File: config.mk
export PLATFORM = sky130hd
export DESIGN_NAME = fp32_serial_ctrl
export DESIGN_NICKNAME = d
export VERILOG_FILES = /design/src/rtl/fp32_serial_ctrl_pkg.sv /design/src/rtl/fp32_serial_ctrl_piso.sv /design/src/rtl/fp32_serial_ctrl.sv
export SDC_FILE = /design/constraint.sdc
export NUM_CORES = 1
export LEC_CHECK = 0
export CAP_MARGIN = 20
export CORE_MARGIN = 5
export CORE_UTILIZATION = 40
export DETAILED_ROUTE_END_ITERATION = 10
export SETUP_SLACK_MARGIN = 0.2
export SLEW_MARGIN = 20
export SYNTH_ARGS = -nofsm -noshare
export SYNTH_HDL_FRONTEND = slang
export SYNTH_SLANG_ARGS = --single-unit
File: constraint.sdc
create_clock -name clk -period 2.6 [get_ports clk]
set_clock_uncertainty 0.15 [all_clocks]
set_input_delay 0.52 -clock clk [delete_from_list [all_inputs] [get_ports clk]]
set_output_delay 0.52 -clock clk [all_outputs]
set_load 0.01 [all_outputs]
File: src/rtl/fp32_serial_ctrl_pkg.sv
// Shared state encodings and default sizes for the serial-I/O fp32 adder controller.
package fp32_serial_ctrl_pkg;
   localparam int WORD_W_DEF  = 32;
   localparam int TIMEOUT_DEF = 64;
   localparam int CNT_W_DEF   = $clog2(WORD_W_DEF);

   typedef enum logic [2:0] {
      ST_IDLE   = 3'd0,
      ST_LOAD_A = 3'd1,
      ST_LOAD_B = 3'd2,
      ST_GO     = 3'd3,
      ST_WAIT   = 3'd4,
      ST_SHIFT  = 3'd5,
      ST_DONE   = 3'd6
   } state_e;

   function automatic logic is_busy(input state_e s);
      return s != ST_IDLE;
   endfunction
endpackage

File: src/rtl/fp32_serial_ctrl_piso.sv
// Parallel-load, serial-out shift register holding the adder sum for MSB-first delivery.
import fp32_serial_ctrl_pkg::*;

module fp32_piso #(
   parameter int WORD_W = WORD_W_DEF
) (
   input  logic              clk,
   input  logic              reset,
   input  logic              load,
   input  logic              shift,
   input  logic [WORD_W-1:0] din,
   output logic              msb
);
   logic [WORD_W-1:0] sr_q, sr_d;

   always_comb begin
      sr_d = sr_q;
      if (load)
         sr_d = din;
      else if (shift)
         sr_d = {sr_q[WORD_W-2:0], 1'b0};
   end

   always_ff @(posedge clk or posedge reset) begin
      if (reset) sr_q <= '0;
      else       sr_q <= sr_d;
   end

   assign msb = sr_q[WORD_W-1];
endmodule

File: src/rtl/fp32_serial_ctrl.sv
// Transaction controller: serial operand load, adder launch with timeout, serial result shift-out.
import fp32_serial_ctrl_pkg::*;

module fp32_serial_ctrl #(
   parameter int WORD_W  = WORD_W_DEF,
   parameter int TIMEOUT = TIMEOUT_DEF
) (
   input  logic              clk,
   input  logic              reset,
   input  logic              start,
   input  logic              sdi,
   output logic              lda,
   output logic              ldb,
   output logic              sin,
   output logic              add_go,
   input  logic              add_done,
   input  logic [WORD_W-1:0] result,
   output logic              sdo,
   output logic              sdo_valid,
   output logic              busy,
   output logic              done,
   output logic              err
);
   localparam int CNT_W = $clog2(WORD_W);
   localparam int TMO_W = (TIMEOUT > 1) ? $clog2(TIMEOUT) : 1;
   localparam logic [CNT_W-1:0] CNT_LAST = CNT_W'(WORD_W - 1);
   localparam logic [TMO_W-1:0] TMO_LAST = TMO_W'(TIMEOUT - 1);

   state_e           state_q, state_d;
   logic [CNT_W-1:0] cnt_q, cnt_d;
   logic [TMO_W-1:0] tmo_q, tmo_d;
   logic             err_q, err_d;
   logic             lda_q, lda_d, ldb_q, ldb_d, add_go_q, add_go_d;
   logic             sdo_valid_q, sdo_valid_d, busy_q, busy_d, done_q, done_d;
   logic             sr_load, sr_shift, sr_msb;

   always_comb begin
      state_d  = state_q;
      cnt_d    = cnt_q;
      tmo_d    = tmo_q;
      err_d    = err_q;
      sr_load  = 1'b0;
      sr_shift = 1'b0;
      case (state_q)
         ST_IDLE: if (start) begin
            err_d   = 1'b0;
            cnt_d   = '0;
            state_d = ST_LOAD_A;
         end
         ST_LOAD_A: if (cnt_q == CNT_LAST) begin
            cnt_d   = '0;
            state_d = ST_LOAD_B;
         end else cnt_d = cnt_q + CNT_W'(1);
         ST_LOAD_B: if (cnt_q == CNT_LAST) begin
            cnt_d   = '0;
            state_d = ST_GO;
         end else cnt_d = cnt_q + CNT_W'(1);
         ST_GO: begin
            tmo_d   = '0;
            state_d = ST_WAIT;
         end
         // add_done wins over an expiring timeout on the same cycle
         ST_WAIT: if (add_done) begin
            sr_load = 1'b1;
            cnt_d   = '0;
            state_d = ST_SHIFT;
         end else if (tmo_q == TMO_LAST) begin
            err_d   = 1'b1;
            state_d = ST_IDLE;
         end else tmo_d = tmo_q + TMO_W'(1);
         ST_SHIFT: begin
            sr_shift = 1'b1;
            if (cnt_q == CNT_LAST) begin
               cnt_d   = '0;
               state_d = ST_DONE;
            end else cnt_d = cnt_q + CNT_W'(1);
         end
         ST_DONE: state_d = ST_IDLE;
         default: state_d = ST_IDLE;
      endcase

      lda_d       = (state_d == ST_LOAD_A);
      ldb_d       = (state_d == ST_LOAD_B);
      add_go_d    = (state_d == ST_GO);
      sdo_valid_d = (state_d == ST_SHIFT);
      done_d      = (state_d == ST_DONE);
      busy_d      = is_busy(state_d);
   end

   always_ff @(posedge clk or posedge reset) begin
      if (reset) begin
         state_q     <= ST_IDLE;
         cnt_q       <= '0;
         tmo_q       <= '0;
         err_q       <= 1'b0;
         lda_q       <= 1'b0;
         ldb_q       <= 1'b0;
         add_go_q    <= 1'b0;
         sdo_valid_q <= 1'b0;
         busy_q      <= 1'b0;
         done_q      <= 1'b0;
      end else begin
         state_q     <= state_d;
         cnt_q       <= cnt_d;
         tmo_q       <= tmo_d;
         err_q       <= err_d;
         lda_q       <= lda_d;
         ldb_q       <= ldb_d;
         add_go_q    <= add_go_d;
         sdo_valid_q <= sdo_valid_d;
         busy_q      <= busy_d;
         done_q      <= done_d;
      end
   end

   fp32_piso #(.WORD_W(WORD_W)) u_piso (
      .clk   (clk),
      .reset (reset),
      .load  (sr_load),
      .shift (sr_shift),
      .din   (result),
      .msb   (sr_msb)
   );

   assign sin       = sdi;
   assign lda       = lda_q;
   assign ldb       = ldb_q;
   assign add_go    = add_go_q;
   assign sdo_valid = sdo_valid_q;
   assign sdo       = sdo_valid_q & sr_msb;
   assign busy      = busy_q;
   assign done      = done_q;
   assign err       = err_q;
endmodule

# == Word level (Yosys, flattened, before mapping) ==
# Cells that the tools add are included.
# classes
add_sub_neg,2
mul,0
div_mod_pow,0
order_cmp,0
eq_ne,17
n_shift,0
muxes,23
bitwise_logic,1
n_reduce_logical,10
# ops
cell,n
$mux 32,2
$mux 3,6
$pmux 3 s6,1
$mux 5,3
$pmux 5 s3,1
$eq 3x2->1 const B,4
$eq 3x3->1 const B,4
$mux 6,2
$pmux 6 s2,1
$ne 2x2->1 const B,5
$add 6x1->6 const B,1
$eq 3x1->1 const B,2
$eq 6x6->1 const B,1
$mux 1,6
$reduce_and 3->1,2
$reduce_bool 2->1,3
$reduce_bool 3->1,2
$add 5x1->5 const B,1
$eq 5x5->1 const B,1
$reduce_and 4->1,1
$logic_not 3->1,1
$reduce_or 3->1,1
$pmux 1 s2,1
$and 1x1->1,1
# totals
register_bits,53
latchBits,0
ram_bits,0
romBits,0
in_bits,37
output_inout_bits,9
elab_cells,64
memories,0

# == Depth between registers and ports, before layout ==
# Gate-level depths: netlist of run 1.
# logic_depth
word_depth,5
ltp_mapped,7
mapped_depth_nobuf,7

# == By module ==
# Synthesis of run 1 repeated with hierarchy kept, for this count alone.
# unflattened
cells_unflattened,245
area_unflattened_um2,2612.5
# modules_own_cells
mod,n_inst,cells_each,area_each_um2,seq_area_each_um2
fp32_piso,1,140,1519.0,800.8
fp32_serial_ctrl,1,105,1093.5,525.5

# == Worst setup path before layout of run 1 ==
# OpenSTA, ideal clock, no wires.
# synth_timing
path_type,register to register
startpoint,register cnt_q[0]
endpoint,register busy_q (netlist: busy)
setup_ps,124
arrival_time_ps,1633
t_required_ps,2326
setup_slack_ps,693
stages_incl_launch_ff,8
path_buffers,0
synth_period_minus_slack_ps,1907
cell_sequence,dfrtp_1 -> ha_1 -> and3_1 -> ha_1 -> nand2b_1 -> o2111ai_1 -> o21ai_0 -> a211o_1
# synth_between
elab_chain_cells,4
word_cells_on_any_way,6
cone_classes,1 x eq/ne; 4 x mux; 1 x reduce/logical
# synth_rtl
item,line,text
start: declaration,fp32_serial_ctrl.sv:30,"logic [CNT_W-1:0] cnt_q, cnt_d;"
start signal: assignment,fp32_serial_ctrl.sv:104,cnt_q <= cnt_d;
$eq 5x5->1 (*),"fp32_serial_ctrl.sv:50, fp32_serial_ctrl.sv:54, fp32_serial_ctrl.sv:73",
$mux 3 (on tied branches),"fp32_serial_ctrl.sv:73, fp32_serial_ctrl.sv:50, fp32_serial_ctrl.sv:54",
$pmux 3 s6 (*),fp32_serial_ctrl.sv:44,case (state_q)
via state_d[0],fp32_serial_ctrl.sv:29,"state_e state_q, state_d;"
$reduce_bool 3->1 (*),fp32_serial_ctrl_pkg.sv:18,return s != ST_IDLE;
via busy_d,fp32_serial_ctrl.sv:34,"logic sdo_valid_q, sdo_valid_d, busy_q, busy_d, done_q, done_d;"
end signal: assignment,fp32_serial_ctrl.sv:111,busy_q <= busy_d;
end: declaration,fp32_serial_ctrl.sv:34,
# Mark *: on every way through the listed nets, which the timed path passes. The rest lies on a longest branch.
# A chain may end at the register's enable or synchronous reset.

# == Final worst setup path of run 1 ==
# layout_timing
startpoint,register state_q[0]
endpoint,register tmo_q[5]
# layout_between
elab_chain_cells,3
word_cells_on_any_way,7
cone_classes,4 x eq/ne; 1 x mux; 2 x reduce/logical
# layout_rtl
item,line,text
start: declaration,fp32_serial_ctrl.sv:29,
start signal: assignment,fp32_serial_ctrl.sv:103,state_q <= state_d;
$eq 3x3->1 or $eq 3x2->1 (tied branches),fp32_serial_ctrl.sv:44,
$ne 2x2->1 (no line) or $reduce_bool 2->1 (tied branches),-,
$reduce_and 3->1 (no line),-,
end signal: assignment,fp32_serial_ctrl.sv:105,tmo_q <= tmo_d;
end: declaration,fp32_serial_ctrl.sv:31,"logic [TMO_W-1:0] tmo_q, tmo_d;"
# Several ways; a longest one is shown, not always the timed one.

==> results by group, run 1 <==
Drt
  • Routed vias: 2068
  • DRT Pass-1 Iters: 5
  • Via density: 5.22
  • Antenna Violating Nets Remaining: 0
  • DRC Markers: 0
  • WL final: 5.33 mm
  • Avg WL per Cell: 13.5 um
  • DRT iter0 DRCs: 156

Layout
  • # diodes: 0
  • Commonest non-fill, non-tap cell in the layout: nand2_1
  • Core Util, Final: 0.526
  • Area Growth Syn to Fin: 26.1%
  • Most frequent cells in the layout: nand2_1 (72), dfrtp_1 (53), clkdlybuf4s50_1 (43)
  • Layout cells sized above 1: 0.0654
  • Layout Nets: 360

Setup path
  • Crit path max-delay family: simple AND/OR/NAND/NOR gates
  • CP bufs+invs: 0
  • Critical path class: reg -> reg
  • WP data arrival: 2.23 ns
  • Slowest-stage cell, CP: dfrtp_1
  • CP max stage delay: 0.55 ns
  • Worst endpoint required time: 2.68 ns
  • Max Fanout on Critical Path: 16
  • CP Cell Sequence: or3b_1 -> o21a_4 -> or4_1 -> a21boi_1
  • Critical Path Start Type: register
  • Crit path capture type: register

Floorplan
  • Die area: 0.00797 sq mm
  • Row Count: 28
  • DIE WIDTH: 89.3 um
  • Initial core utilization: 0.417
  • Die Ht: 89.3 um
  • Core ar.: 0.00603 sq mm
  • Num ports: 46

Synth
  • Prevailing post-synth register cell: dfrtp_1
  • Multiplexer share of the synthesized area: 0.0124
  • Synth cell types: 42
  • Net count after synthesis: 322
  • Yosys reg bits: 53
  • Dominant cell type by area after synthesis: dfrtp_1
  • Synth top area share: 0.527
  • Post-synthesis sequential area ratio: 0.527
  • Post-Synth Simple-Gate Area: 0.235
  • Async set or reset register ratio after synthesis: 1.00
  • Post-synthesis xor/xnor area fraction: 0.00348
  • Synth top area cells: dfrtp_1 (53%), nand2_1 (11%), a31oi_1 (7.0%)
  • Synth Area in Adders: 0.0149
  • Syn Inst Count: 282
  • Syn Area/Cell: 8.92 sq um
  • Mapped cell area: 0.00251 sq mm
  • Post-synth EDFFs: 0
  • Largest family of logic cells by synthesized area: simple AND/OR/NAND/NOR gates
  • Compound-gate portion of the synthesized area: 0.174
  • Syn. warnings: 0

CTS
  • CTS resizes: 0
  • Total CTS buffers: 5
  • Clock H-tree levels: 2
  • CTS tree: yes
  • Worst-path clk slew: 0.09 ns
  • Clk buf depth: 2
  • Clock Tree Root: clkbuf_8
  • Hold_buf cts: 0
  • Post-CTS Repair Setup Buffers: 0
  • Sink Count: 53
  • Worst skew pair latency: 0.30 ns

GRT
  • Initial antenna violation count: 0
  • GRT Overall Usage: 0.143
  • Via count of the first global-routing pass: 1979
  • Total gr overflow: 0
  • Global-route wire length before repair: 8.94 mm
  • Largest net degree at the start of global routing: 62

Placed design
  • Final Wtd Congestion: 0.801
  • Port Buffers: 43
  • Post-DP HPWL: 3.55 mm

Timing
  • Min cycle time layout: 2.15 ns
  • Max Freq: 0.464 GHz
  • Final setup violation count: 0
  • Final period utilization: 0.828
  • Total Neg Setup Slack: 0 ns
  • Tightest Pin Transition: 0.548 ns
  • Slew margin rel.: 0.632
  • Slew Limit Fails: 0
  • RSZ-0062 raised after global routing: false
  • Final Hold Viols: 0

Power and ir drop
  • Leak Pwr: 1.34 nW
  • Peak supply drop: 0.375 mV
  • PwrDens: 672 mW/mm^2

Hold path
  • Hold Crit Class: reg -> reg

Flow run
  • Max Cap Violations: 0

Outcome
  • Status: complete, no violations
## logic make-up (layout without fill, tap and decap cells)
logic type / count (synthesis) / count (layout)
buffers and inverters: 21 / 60
AOI/OAI and AO/OA: 63 / 63
adders and majority gates: 3 / 3
and+or+nand+nor: 138 / 138
xor gates and xnor gates: 1 / 1
DFF: 53 / 53
muxes: 3 / 3
## final cells by class
type                            count  area [sq um]
Tap cell                           75          93.8
Clock inverter                      1          30.0
Timing Repair Buffer               49           513
Inverter                            3          11.3
Multi-Input combinational cell    208          1110
Sequential cell                    53          1330
Clock buffer                        7          86.3
Fill cell                         594          2860
## cell usage after synthesis (2+ instances only)
cell type,count
a21boi_1,2
a211oi_1,2
or4_1,3
nor2_1,36
o31ai_1,3
a22o_1,3
inv_1,3
nand2_1,73
clkbuf_1,16
nor3b_1,2
nor3_1,2
o21ai_0,7
mux2i_1,2
a22oi_1,4
and2_1,2
o21a_1,2
nand2b_1,5
nand3_1,8
dfrtp_1,53
ha_1,3
o31a_1,2
a21oi_1,2
a31oi_1,28
## final timing paths
path                            startpoint              end  slack [ns]  cells after the start
setup / recovery                state_q[0]         tmo_q[5]        0.45                      4
hold / removal             u_piso.sr_q[30]  u_piso.sr_q[31]        0.36                      2
setup reg to reg                state_q[0]         tmo_q[5]        0.45                      4
hold reg to reg            u_piso.sr_q[30]  u_piso.sr_q[31]        0.36                      2
max in group asynchronous            reset         cnt_q[1]        1.63                      3
min in group asynchronous            reset         tmo_q[1]        0.43                      3
## worst register-to-register path: stages, from the launching register on
cell	delay, ns
dfrtp_1	0.55
or3b_1	0.49
o21a_4	0.26
or4_1	0.50
a21boi_1	0.15
## per-stage QoR
step           hold slack (ns)  instances  setup WS (ns)  power, W  instance area (sq um)
3_5_place_dp             0.335        388          0.328   0.00159                   3050
5_1_grt                  0.370        396          0.326   0.00228                   3170
3_3_place_gp             0.325        388          0.344   0.00158                   3050
6_report                 0.356        396          0.446   0.00213                   3170
4_1_cts                  0.354        396          0.434   0.00218                   3170
2_1_floorplan            0.308        282          0.644   0.00137                   2510
## routing by layer
| metal | vias up | track usage | part of all wire |
|---|---|---|---|
| met1 | 975 | 0.198 | 0.48 |
| met4 | 0 | 0.0487 | 0.011 |
| met3 | 5 | 0.0295 | 0.053 |
| met2 | 38 | 0.225 | 0.46 |
| li1 | 1050 | - | - |
| met5 | - | 0 | 0 |
## flip-flops by register name, indices dropped and copies added (netlist names)
signal       count
busy             1
lda              1
ldb              1
add_go           1
err              1
state_q          3
tmo_q            6
done             1
sdo_valid        1
cnt_q            5
u_piso.sr_q     32
## report_power, final
group / leakage [nW] / internal, W / switching (W)
clock: 0.0585 / 0.000314 / 0.000251
combinational: 0.586 / 0.000269 / 0.000293
sequential: 0.698 / 0.000918 / 0.0000851
(Power assumes the default switching activity.)
==> inputs of run 2 (changes only) <==
--- a/config.mk
+++ b/config.mk
@@ -9,6 +9,7 @@
 export CORE_MARGIN = 5
 export CORE_UTILIZATION = 40
 export DETAILED_ROUTE_END_ITERATION = 10
+export PLACE_DENSITY = 0.66
 export SETUP_SLACK_MARGIN = 0.2
 export SLEW_MARGIN = 20
 export SYNTH_ARGS = -nofsm -noshare
==> constraint.sdc (replaced) <==
create_clock -name clk -period 1.9 [get_ports clk]
set_clock_uncertainty 0.15 [all_clocks]
set_input_delay 0.38 -clock clk [delete_from_list [all_inputs] [get_ports clk]]
set_output_delay 0.38 -clock clk [all_outputs]
set_load 0.01 [all_outputs]
==> run 2 against run 1 <==
  * Global-route usage is 1.8 points higher
  * Hold slack got worse by 0.13 ns
  * Setup slack lost 0.41 ns
  * Clock-buffer cell count is the same
  * Maximum frequency rose by 16%
  * Final cell count up 7.8%
  * Final area increased by 16%
  * Sequential share of layout area decreased by 5.7 points
  * Die area unchanged
  * Clock power rose by 25%
  * Power rose by 54%
  * Sequential power is 35% higher
==> results by group, run 2 (synthesis gave the netlist of run 1 again) <==
Outcome
  • Status: complete, no violations

CTS
  • CTS tree: yes
  • Worst-path clk slew: 0.09 ns
  • Worst skew pair latency: 0.31 ns
  • Total CTS buffers: 5
  • Clk buf depth: 2
  • Clock H-tree levels: 2
  • Clock Tree Root: clkbuf_8
  • Sink Count: 53

Layout
  • Top reg by flops: u_piso.sr_q
  • Layout Nets: 391
  • Largest register FFs: 32
  • Design Area, Final: 0.00367 sq mm
  • Core Util, Final: 0.609
  • Fillers: 500
  • Layout cells sized above 1: 0.213
  • Commonest non-fill, non-tap cell in the layout: nand2_1
  • Area Growth Syn to Fin: 45.9%
  • # diodes: 0
  • Most frequent cells in the layout: nand2_1 (69), dfrtp_1 (53), nor2_1 (35), clkdlybuf4s50_1 (35), a31oi_1 (28)
  • Top Registers: u_piso.sr_q: 32 flops, tmo_q: 6 flops, cnt_q: 5 flops

Setup path
  • Worst endpoint required time: 2.00 ns
  • Critical path class: reg -> reg
  • FF-to-FF setup slack: 0.04 ns
  • Max Fanout on Critical Path: 7
  • Worst R2R End: tmo_q[3]
  • Crit path capture type: register
  • FF-to-FF path depth: 4
  • WP data arrival: 1.96 ns
  • FF-to-FF Start: state_q[1]
  • Critical Path Start Type: register
  • Worst setup startpoint: state_q[1]

Timing
  • Min cycle time layout: 1.86 ns
  • RSZ-0062 raised after global routing: true
  • Max Freq: 0.537 GHz
  • Slew margin rel.: 0.797
  • Final setup violation count: 0
  • Final worst slack: 0.0392 ns
  • Slew Limit Fails: 0
  • Final Hold Viols: 0
  • Tightest Pin Transition: 0.301 ns
  • Final period utilization: 0.979
  • WHS: 0.221 ns

Floorplan
  • DIE WIDTH: 89.3 um
  • Row Count: 28
  • Die area: 0.00797 sq mm
  • Die Ht: 89.3 um
  • Core ar.: 0.00603 sq mm
  • Initial core utilization: 0.417
  • Num ports: 46

Drt
  • Routed vias: 2297
  • DRT iter0 DRCs: 151
  • Antenna Violating Nets Remaining: 0
  • Via density: 5.38
  • DRC Markers: 0
  • DRT Pass-1 Iters: 4
  • WL final: 6.64 mm
  • Avg WL per Cell: 15.5 um

GRT
  • Initial antenna violation count: 0
  • GRT Overall Usage: 0.161
  • Total gr overflow: 0
  • Largest net degree at the start of global routing: 61
  • Via count of the first global-routing pass: 2150
  • Global-route wire length before repair: 10.0 mm

Power and ir drop
  • Peak supply drop: 0.532 mV
  • Leak Pwr: 1.60 nW
  • PwrDens: 895 mW/mm^2

Placed design
  • Area post-placement: 0.00319 sq mm
  • Post-DP HPWL: 3.82 mm
  • Port Buffers: 43
  • Final Wtd Congestion: 0.747
  • Worst setup slack after placement: -0.0710 ns

Hold path
  • Hold Crit Class: in -> async

Flow run
  • Max Cap Violations: 0
run 2: per-stage QoR:
stage / power (W) / TNS (ns) / std cells
2_1_floorplan: 0.00190 / 0 / 282
3_3_place_gp: 0.00228 / -0.0817 / 396
3_5_place_dp: 0.00229 / -0.222 / 396
4_1_cts: 0.00303 / 0 / 413
5_1_grt: 0.00349 / -0.0150 / 427
6_report: 0.00328 / 0 / 427
run 2: critical path, stage by stage (launching register included):
cell and delay [ns]:
dfrtp_1 0.43, or3b_4 0.40, o21a_4 0.25, or4_4 0.42, a21boi_2 0.14
run 2: report_power, final:
group          total, W  internal [W]  switching [W]  leakage, nW
clock network  0.000708      0.000330       0.000378       0.0542
registers       0.00135       0.00126      0.0000919        0.698
logic           0.00123      0.000656       0.000571        0.849
total           0.00328       0.00224        0.00104         1.60
run 2: per-layer routing:
layer | track usage | vias up | part of all wire
li1 | - | 1112 | -
met1 | 0.222 | 1120 | 0.46
met2 | 0.253 | 57 | 0.48
met3 | 0.0313 | 8 | 0.044
met4 | 0.0568 | 0 | 0.014
met5 | 0 | - | 0
run 2: cell type report:
| cell class | count | area [sq um] | area share |
|---|---|---|---|
| clock inverter | 1 | 5.00 | 0.00136 |
| timing repair buffer | 80 | 863 | 0.235 |
| inverter | 3 | 15.0 | 0.00409 |
| tap | 75 | 93.8 | 0.0256 |
| sequential | 53 | 1330 | 0.362 |
| multi-input combinational | 208 | 1270 | 0.346 |
| clock buffer | 7 | 96.3 | 0.0263 |
run 2: how the worst max path moves through the flow:
| stage | slack [ns] | end | cells past startpoint |
|---|---|---|---|
| CTS | 0.04 | tmo_q[3] | 4 |
| finish | 0.04 | tmo_q[3] | 4 |
| global placement | -0.02 | tmo_q[3] | 4 |
| detailed placement | -0.07 | busy | 4 |
| floorplan | 0.1 | busy | 7 |
| global route | -0.009 | tmo_q[3] | 6 |
run 2: what timing repair did:
action,CTS,global route
cloned,0,5
setup buffers,9,9
pin swaps,5,10
setup endpoints to repair,18,50
resized for setup,15,29
hold buffers,0,0
==> inputs of run 3 (changes only) <==
--- a/config.mk
+++ b/config.mk
@@ -6,10 +6,11 @@
 export NUM_CORES = 1
 export LEC_CHECK = 0
 export CAP_MARGIN = 20
-export CORE_MARGIN = 5
+export CORE_MARGIN = 4
 export CORE_UTILIZATION = 40
 export DETAILED_ROUTE_END_ITERATION = 10
-export PLACE_DENSITY = 0.66
+export PLACE_DENSITY = 0.72
+export RECOVER_POWER = 50
 export SETUP_SLACK_MARGIN = 0.2
 export SLEW_MARGIN = 20
 export SYNTH_ARGS = -nofsm -noshare
==> run 3 against run 2 <==
  * Utilization rose by 0.60 points
  * Die area is 4.4% lower
  * Critical path depth unchanged
  * First-iteration DRC count fell by 15%
  * Sequential power barely moved
  * Critical path type unchanged
  * Largest power group unchanged
==> results by group, run 3 (synthesis gave the netlist of run 1 again) <==
Outcome
  • Status: complete, no violations

Setup path
  • FF-to-FF Start: state_q[2]
  • Worst R2R End: tmo_q[5]
  • Worst endpoint required time: 1.99 ns
  • Max Fanout on Critical Path: 8
  • Worst Setup EP: tmo_q[5]
  • Critical Path Start Type: register
  • FF-to-FF setup slack: 0.03 ns
  • Critical path class: reg -> reg
  • FF-to-FF path depth: 4
  • Crit path capture type: register
  • Slowest-stage cell, CP: dfrtp_1
  • WP data arrival: 1.96 ns
  • Worst setup startpoint: state_q[2]
  • CP Cell Sequence: or3b_4 -> o21a_4 -> or4_4 -> a21boi_2
  • CP max stage delay: 0.44 ns

GRT
  • Total gr overflow: 0
  • Initial antenna violation count: 0
  • Global-route wire length before repair: 9.87 mm
  • Via count of the first global-routing pass: 2143
  • Largest net degree at the start of global routing: 34
  • GRT Overall Usage: 0.162

Timing
  • Max Freq: 0.536 GHz
  • Final Hold Viols: 0
  • Tightest Pin Transition: 0.644 ns
  • Slew margin rel.: 0.568
  • Final setup violation count: 0
  • RSZ-0062 raised after global routing: true
  • Min cycle time layout: 1.87 ns
  • Slew Limit Fails: 0
  • WHS: 0.351 ns
  • Final period utilization: 0.982

Placed design
  • Port Buffers: 43
  • Post-DP HPWL: 4.00 mm
  • Placed cells: 398
  • Final Wtd Congestion: 0.804

Power and ir drop
  • PwrDens: 885 mW/mm^2
  • Peak supply drop: 0.446 mV
  • Leak Pwr: 1.55 nW

Flow run
  • Max Cap Violations: 0

Floorplan
  • Row Count: 28
  • DIE WIDTH: 87.3 um
  • Initial core utilization: 0.417
  • Num ports: 46
  • Die Ht: 87.3 um
  • Core ar.: 0.00603 sq mm
  • Die area: 0.00762 sq mm

Layout
  • Non-filler cells, final: 416
  • Multi-input gate area: 0.00150 sq mm
  • Top Registers: u_piso.sr_q: 32 flops, tmo_q: 6 flops, cnt_q: 5 flops
  • Seq. cell area: 0.00133 sq mm
  • Layout Nets: 381
  • # diodes: 0
  • Area Growth Syn to Fin: 47.3%
  • Fillers: 512
  • Most frequent cells in the layout: dfrtp_1 (53), nand2_1 (39), nor2_1 (33), clkdlybuf4s50_1 (33), a31oi_1 (23)
  • Commonest non-fill, non-tap cell in the layout: dfrtp_1
  • Top reg by flops: u_piso.sr_q
  • Layout cells sized above 1: 0.320
  • Largest register FFs: 32

Drt
  • DRC Markers: 0
  • WL final: 6.26 mm
  • Met2 wire len: 3.12 mm
  • Routed vias: 2238
  • Antenna Violating Nets Remaining: 0
  • Via density: 5.38
  • Highest metal used: met4
  • Avg WL per Cell: 15.1 um
  • DRT iter0 DRCs: 129
  • Met3 routed WL: 294 um
  • Routed met1 length: 2.73 mm
  • DRT Pass-1 Iters: 4

CTS
  • Worst skew pair latency: 0.31 ns
  • Worst-path clk slew: 0.09 ns
  • Hold_buf cts: 0
  • CTS tree: yes
  • Total CTS buffers: 5
  • Sink Count: 53
  • Clk buf depth: 2
  • Clock Tree Root: clkbuf_8
  • Clock H-tree levels: 2

Hold path
  • Hold Crit Class: reg -> reg
run 3: changes by cell type in the layout (fill, tap and decap cells not counted), sizes merged:
cell           before  now
buf                33   26
clkbuf             11    8
clkdlybuf4s50      35   33
clkdlybuf4s15       1    0
clkinv              1    0
clkinvlp            1    2
dlygate4sd2         7    8
dlygate4sd3         0    1
dlymetal6s2s        0    1
inv                 2    1
run 3: critical path, delay by kind of cell, from the launching register on:
kind | cells | cell delay, ns
AOI/OAI and AO/OA | 2 | 0.37
DFF | 1 | 0.44
and+or+nand+nor | 2 | 0.85
run 3: cell type report:
cell class,instances,share of cell area
tap,75,0.0253
timing repair buffer,70,0.185
multi-input combinational,208,0.404
inverter,3,0.00439
clock buffer,7,0.0233
sequential,53,0.358
run 3: layer usage:
layer / global-route usage / up-vias
li1: - / 1098
met1: 0.215 / 1079
met2: 0.256 / 53
met3: 0.0312 / 8
met4: 0.0739 / 0
met5: 0 / -
run 3: metrics by stage:
step | setup TNS (ns) | util | instance area [sq um] | power (W) | setup WS (ns)
2_1_floorplan | 0 | - | 2550 | 0.00190 | 0.0965
3_3_place_gp | -0.0123 | 0.531 | 3200 | 0.00227 | -0.00670
3_5_place_dp | -0.148 | 0.531 | 3200 | 0.00230 | -0.0611
4_1_cts | 0 | 0.555 | 3340 | 0.00300 | 0.0327
5_1_grt | -0.0410 | 0.615 | 3700 | 0.00344 | -0.0302
6_report | 0 | 0.615 | 3700 | 0.00328 | 0.0347
run 3: power breakdown:
group	switching (W)	internal, W	total, W
Combinational	0.000639	0.000623	0.00126
Clock	0.000354	0.000290	0.000644
Sequential	0.000115	0.00126	0.00137
Total	0.00111	0.00217	0.00328
run 3: worst min-delay path by stage:
stage / cells after the start / slack (ns) / start / end
finish: 2 / 0.35 / u_piso.sr_q[30] / u_piso.sr_q[31]
global route: 2 / 0.38 / u_piso.sr_q[30] / u_piso.sr_q[31]
CTS: 2 / 0.26 / reset / tmo_q[5]
detailed placement: 2 / 0.33 / u_piso.sr_q[30] / u_piso.sr_q[31]
global placement: 2 / 0.33 / u_piso.sr_q[30] / u_piso.sr_q[31]
floorplan: 1 / 0.29 / reset / add_go
run 3: timing repair:
item	CTS	global route
pin swaps	3	31
setup endpoints to repair	20	48
buffers inserted	7	4
gates resized for setup	11	91
